<file path="src/rtl/ac2_shift_acc.sv">
// ---------------------------------------------------------------------------
// ac2_shift_acc - second-level bit-serial accumulator (AC2)
//
// Folds Pw weight bit-plane partial sums, arriving MSB plane first with the MSB
// plane already negated upstream, into one signed dot-product result by
// shift-and-add. It also tells the sign-correcting stage when the next plane
// is the weight MSB. The result goes out on a valid/ready handshake.
//
// Handshake rules (both sides):
//   A transfer happens on a rising clk edge where valid and ready are both 1.
//   A producer must not drop valid or change data until the transfer happens.
//   Input side : valid_in / in_ready, data in_ac2.
//   Output side: out_valid / out_ready, data out_ac2. out_valid and out_ac2
//                stay stable until out_ready is seen.
//
// Ports
//   clk        clock, all state changes on posedge
//   rst        synchronous reset, active-high, highest priority
//   start      begin a new product (clears the accumulator)
//   valid_in   in_ac2 holds one bit-plane partial sum
//   in_ready   plane accepted this cycle (high only while accumulating)
//   in_ac2     signed bit-plane partial sum, WI bits
//   msb_w      next plane to accept is the weight MSB plane
//   plane_cnt  remaining planes minus one (Pw-1 down to 0)
//   out_ac2    signed dot-product result, WO bits
//   out_valid  out_ac2 is valid
//   out_ready  downstream consumes out_ac2
//   busy       FSM is not idle
//   state_dbg  current FSM state (0 idle, 1 accumulate, 2 done)
// ---------------------------------------------------------------------------
module ac2_shift_acc #(
  parameter int M  = 16,
  parameter int Pa = 8,
  parameter int Pw = 8,
  localparam int WI = $clog2(M) + Pa + 1,
  localparam int WO = WI + Pw,
  localparam int CW = (Pw > 1) ? $clog2(Pw) : 1
) (
  input  logic                 clk,
  input  logic                 rst,
  input  logic                 start,
  input  logic                 valid_in,
  output logic                 in_ready,
  input  logic signed [WI-1:0] in_ac2,
  output logic                 msb_w,
  output logic [CW-1:0]        plane_cnt,
  output logic signed [WO-1:0] out_ac2,
  output logic                 out_valid,
  input  logic                 out_ready,
  output logic                 busy,
  output logic [1:0]           state_dbg
);

  typedef enum logic [1:0] {
    IDLE = 2'd0,
    ACC  = 2'd1,
    DONE = 2'd2
  } state_t;

  localparam logic [CW-1:0] CNT_MAX = CW'(Pw - 1);

  state_t               state;
  logic signed [WO-1:0] acc;
  logic signed [WO-1:0] in_ext;
  logic signed [WO-1:0] acc_next;

  // Sign-extend the plane sum, then double the running value and add it.
  // Earlier planes have higher weight, so each new plane shifts them up one.
  assign in_ext   = {{(WO - WI){in_ac2[WI-1]}}, in_ac2};
  assign acc_next = (acc <<< 1) + in_ext;

  // Status outputs are decoded from registered state only.
  assign in_ready  = (state == ACC);
  assign busy      = (state != IDLE);
  assign msb_w     = (state == ACC) && (plane_cnt == CNT_MAX);
  assign state_dbg = state;

  always_ff @(posedge clk) begin
    if (rst) begin
      state     <= IDLE;
      acc       <= '0;
      out_ac2   <= '0;
      out_valid <= 1'b0;
      plane_cnt <= '0;
    end else begin
      case (state)
        IDLE: begin
          if (start) begin
            state     <= ACC;
            acc       <= '0;
            plane_cnt <= CNT_MAX;
          end
        end

        ACC: begin
          if (start) begin
            // Abort: restart the product; a plane offered now is discarded.
            acc       <= '0;
            plane_cnt <= CNT_MAX;
          end else if (valid_in) begin
            acc <= acc_next;
            if (plane_cnt == '0) begin
              // LSB plane: publish the freshly formed sum, not the old acc.
              out_ac2   <= acc_next;
              out_valid <= 1'b1;
              state     <= DONE;
            end else begin
              plane_cnt <= plane_cnt - 1'b1;
            end
          end
        end

        DONE: begin
          // Result is held until consumed; start alone cannot discard it.
          if (out_ready) begin
            out_valid <= 1'b0;
            if (start) begin
              state     <= ACC;
              acc       <= '0;
              plane_cnt <= CNT_MAX;
            end else begin
              state <= IDLE;
            end
          end
        end

        default: begin
          state     <= IDLE;
          out_valid <= 1'b0;
        end
      endcase
    end
  end

endmodule

</file>
<file path="config.mk">
export PLATFORM = sky130hd
export DESIGN_NAME = ac2_shift_acc
export DESIGN_NICKNAME = d
export VERILOG_FILES = /design/src/rtl/ac2_shift_acc.sv
export SDC_FILE = /design/constraint.sdc
export NUM_CORES = 1
export LEC_CHECK = 0
export CAP_MARGIN = 20
export CORE_MARGIN = 2
export CORE_UTILIZATION = 35
export CTS_CLUSTER_SIZE = 40
export DETAILED_ROUTE_END_ITERATION = 8
export SETUP_SLACK_MARGIN = 0.2
export SLEW_MARGIN = 25
export SYNTH_ARGS = -nofsm -noshare
export SYNTH_HDL_FRONTEND = slang
export SYNTH_SLANG_ARGS = --single-unit
</file>
<file path="constraint.sdc">
create_clock -name clk -period 3.2 [get_ports clk]
set_input_delay 0.48 -clock clk [delete_from_list [all_inputs] [get_ports clk]]
set_output_delay 0.48 -clock clk [all_outputs]
set_load 0.1 [all_outputs]
</file>
# Yosys cells after proc, flatten, opt, wreduce, memory -nomap -nowiden
# Index checks and enable logic that the tools add are counted.
# op_classes
n_addsub	2
n_eq_ne	10
mux	23
bitwise_logic	2
n_reduce_logical	10
# op_table
operator	n
two-way mux 21 bit	4
case mux 21 bit (3 select lines)	1
adder 21 x 13 -> 21 bit	1
two-way mux 3 bit	5
two-way mux 2 bit	5
AND reduction 5 bit	2
case mux 3 bit (3 select lines)	1
!= test 2 bit, second input constant	4
AND reduction 4 bit	2
!= test 3 bit, second input constant	2
case mux 2 bit (3 select lines)	1
two-way mux 1 bit	5
== test 3 bit, second input constant	1
logical NOT 3 bit	1
case mux 1 bit (3 select lines)	1
AND reduction 3 bit	1
nonzero test 3 bit	1
subtractor 3 x 1 -> 3 bit, second input constant	1
== test 2 x 1 -> 1 bit, second input constant	1
== test 2 bit, second input constant	1
logical NOT 2 bit	1
!= test 2 x 1 -> 1 bit, second input constant	1
inverter 1 bit	2
nonzero test 2 bit	1
logical AND 1 bit	1
# totals
reg_bits	48
inputBits	18
out_inout_bits	30
wordCells	52

# Longest topological paths before layout
# depth
word_depth	5
ltp_mapped	9
ltp_nobuf	9

# Worst setup path after synthesis
# Ideal clock, no wire load.
# synth_timing
kind	register -> output
from	reg state[0], in the netlist state_dbg[0]
to	out msb_w
arrival_ns	2.972
slack_ns	-0.252
stages_incl_launch_ff	3
n_path_buf	0
cell_sequence	dfxtp_1 > nor2b_2 > and3_1
# synth_via
elab_chain_len	2
# synth_rtl
element	line	text
start, declared	62	state_t state;
start signal, assigned	80	state <= IDLE;
start signal, assigned	89	state <= ACC;
start signal, assigned	106	state <= DONE;
== test 2 x 1 -> 1 bit	n/a	
net in_ready	43	output logic in_ready,
logical AND 1 bit	75	assign msb_w = (state == ACC) && (plane_cnt == CNT_MAX);
end, declared	45	output logic msb_w,
# The timed path passes the listed nets, and every way through them passes these cells.

# Worst setup path after layout
# layout_timing
from	in in_ac2[1]
to	reg out_ac2[13]
# layout_via
elab_chain_len	1
# layout_rtl
element	line	text
start, declared	44	input logic signed [WI-1:0] in_ac2,
adder 21 x 13 -> 21 bit	70	assign acc_next = (acc <<< 1) + in_ext;
end signal, assigned	104	out_ac2 <= acc_next;
end, declared	47	output logic signed [WO-1:0] out_ac2,
# No other way between the ends.
# A chain may end at the register's enable or synchronous reset.

==> metrics <==
Synth Net Count 413; share of layout cells above drive strength 1 0.140; Syn Area/Cell 8.19 sq um; Worst Tran Pin Value 0.975 ns; CP Class in -> reg; Final period util 0.873; Initial Utilization 0.355; Slew headroom 0.348; number of distinct library cells after synthesis 64; Yosys warning count 0; fmax 0.358 GHz; Hold Path Class reg -> reg; status finished, final reports clean; post_cts resized 0; vias 2843; clk slew on worst S/H paths 0.10 ns; final hold violations 0; Final ANT Viol Nets 0; io pins 48; drt first-iter violations 125; min Tclk post-route 2.79 ns; worst clock skew 0.0148 ns; RSZ-0062 raised after global routing no; Clock Path Buffers 2; DR WL/cell 15.0 microns; first-pass GRT wire length 13.2 mm; EDFF count, synth 0; TritonCTS Sinks 47; Mapped Area 0.00305 sq mm; Core ar. 0.00859 sq mm; initial antenna violation count 0; leak pwr 0.00149 uW; total wire length after detailed routing 7.95 mm; CP arrival 3.06 ns; asr flop ratio synth 0; vias in the first global route 2744; Root Buffer clkbuf_8; sequential element share of the synthesized area 0.309; Critical Path RT 3.46 ns; maxcap violations 0; GRT Resource Usage Total 0.169; Yosys reg bits 47; DRC 0; Worst Path Max Fanout 4; Die ar. 0.00947 sq mm; Final setup viols 0; Yosys top cell by area dfxtp_1; VDD IR max 0.163 mV; Layout area overhead 21.3%; input/output buffers 47; Synth Instances 372; largest net degree at the start of global routing 30; detailed placement HPWL 5.84 mm; fin nets 461; hold_ws 0.461 ns; postcts setup bufs 0; # rows 34; Yosys top cell area share 0.309; via/cell ratio 5.37; First-pass DRT Iterations 4; setup TNS 0 ns; Synth Flop Type dfxtp_1; routability cong. 0.822; Ant. Diodes 0; gr ovfl total 0; CP endpoint kind register; TritonCTS Buffers 5; Die W 97.3 microns; Max Slew Vio Count 0; CP startpoint kind primary input; die height 97.3 microns; CTS tree done; P per Cell Area 374 mW/mm^2; top cells by area, synth dfxtp_1 31%, ha_1 9.0%, a21oi_1 5.7%; Worst-Skew Late Latency 0.32 ns; Hold-fix buffers, CTS 0; H-tree depth 2
==> final timing paths <==
check	start	end	slack (ns)	depth (start not counted)
min	out_ac2[7]	out_ac2[7]	0.46	2
max	in_ac2[1]	out_ac2[13]	0.41	10
max reg2reg	acc[0]	out_ac2[13]	0.68	9
min reg2reg	out_ac2[7]	out_ac2[7]	0.46	2
==> stage by stage <==
| step | total power (uW) | setup WS (ns) | cell area (sq um) | cells | util |
|---|---|---|---|---|---|
| floorplan | 894 | 0.276 | 3050 | 372 | - |
| global placement | 984 | 0.124 | 3580 | 519 | 0.417 |
| detailed placement | 986 | -0.0616 | 3580 | 519 | 0.417 |
| CTS | 1390 | 0.263 | 3680 | 527 | 0.428 |
| global route | 1450 | 0.245 | 3690 | 529 | 0.430 |
| finish | 1380 | 0.407 | 3690 | 529 | 0.430 |
==> metal layers <==
metal,track usage,wire length (microns),vias up
met5,0,0,-
met4,0.0449,104,0
met3,0.0324,324,8
met2,0.271,3580,54
met1,0.234,3940,1314
li1,-,-,1467
==> layout by cell type, fill, tap and decap left out, drive strengths merged, types with 2 or more instances in the layout <==
cell type | Yosys | layout
nor2 | 28 | 28
inv | 8 | 8
a311o | 2 | 2
or4 | 2 | 2
o21bai | 3 | 3
nand3b | 8 | 8
xor2 | 3 | 3
a32o | 2 | 2
or3 | 7 | 7
o31ai | 2 | 2
nand3 | 21 | 21
clkbuf | 12 | 6
o21a | 6 | 6
ha | 22 | 22
and2b | 2 | 2
a211o | 7 | 7
a31oi | 2 | 2
buf | 8 | 36
a21oi | 37 | 37
and2 | 5 | 5
a2111o | 3 | 3
a21o | 8 | 8
nor2b | 5 | 5
nand2 | 46 | 46
nor3 | 5 | 5
o211ai | 3 | 3
a211oi | 4 | 4
xnor2 | 5 | 5
nor3b | 10 | 10
nand4 | 9 | 9
dfxtp | 47 | 47
o21ai | 16 | 16
a22oi | 4 | 4
clkdlybuf4s50 | 0 | 26
a2111oi | 2 | 2
==> power breakdown <==
group	leakage (uW)	internal [uW]	switching (uW)
combinational	0.00106	118	238
sequential	0.000381	603	14.8
clock	0.0000474	177	232
total	0.00149	899	485
==> cell families after synthesis <==
| logic type | Yosys count | share of synthesized area |
|---|---|---|
| and+or+nand+nor | 154 | 0.263 |
| AOI/OAI and AO/OA | 111 | 0.259 |
| DFF | 47 | 0.309 |
| buffers and inverters | 29 | 0.0493 |
| adders and majority gates | 23 | 0.0969 |
| xor gates and xnor gates | 8 | 0.0230 |
==> critical path: stages <==
cell             delay, ns
clkdlybuf4s50_1       0.46
ha_1                  0.22
inv_1                 0.07
fa_1                  0.40
nor2b_1               0.18
o2111ai_1             0.19
a21oi_2               0.24
o21ai_1               0.16
a2111oi_0             0.48
a311o_1               0.17
==> state kept, by name, indices dropped and copies added, names as in the netlist <==
| signal | flops |
|---|---|
| plane_cnt | 3 |
| out_ac2 | 21 |
| state_dbg | 2 |
| out_valid | 1 |
| acc | 20 |
==> synthesized netlist by cell type (all sizes together), types with 2 or more instances <==
cell type and instances:
o21ai 16, o21a 6, o211ai 3, nand4 9, a211oi 4, nor2 28
nor3 5, and2 5, a31oi 2, or4 2, or3 7, nor3b 10
nand2 46, xnor2 5, nand3 21, o21bai 3, a2111o 3, o31ai 2
a2111oi 2, buf 8, xor2 3, inv 8, nand3b 8, nor2b 5
a21o 8, a21oi 37, ha 22, a311o 2, a211o 7, a32o 2
clkbuf 12, and2b 2, dfxtp 47, a22oi 4
==> cell type report <==
| class | count | area [sq um] |
|---|---|---|
| clock inverters | 2 | 16.3 |
| inverters | 8 | 30.0 |
| clock buffers | 6 | 82.6 |
| fillers | 899 | 4900 |
| well taps | 108 | 135 |
| flip-flops and latches | 47 | 941 |
| multi-input cells | 296 | 1960 |
| repair buffers | 62 | 528 |
(Power assumes the default switching activity.)
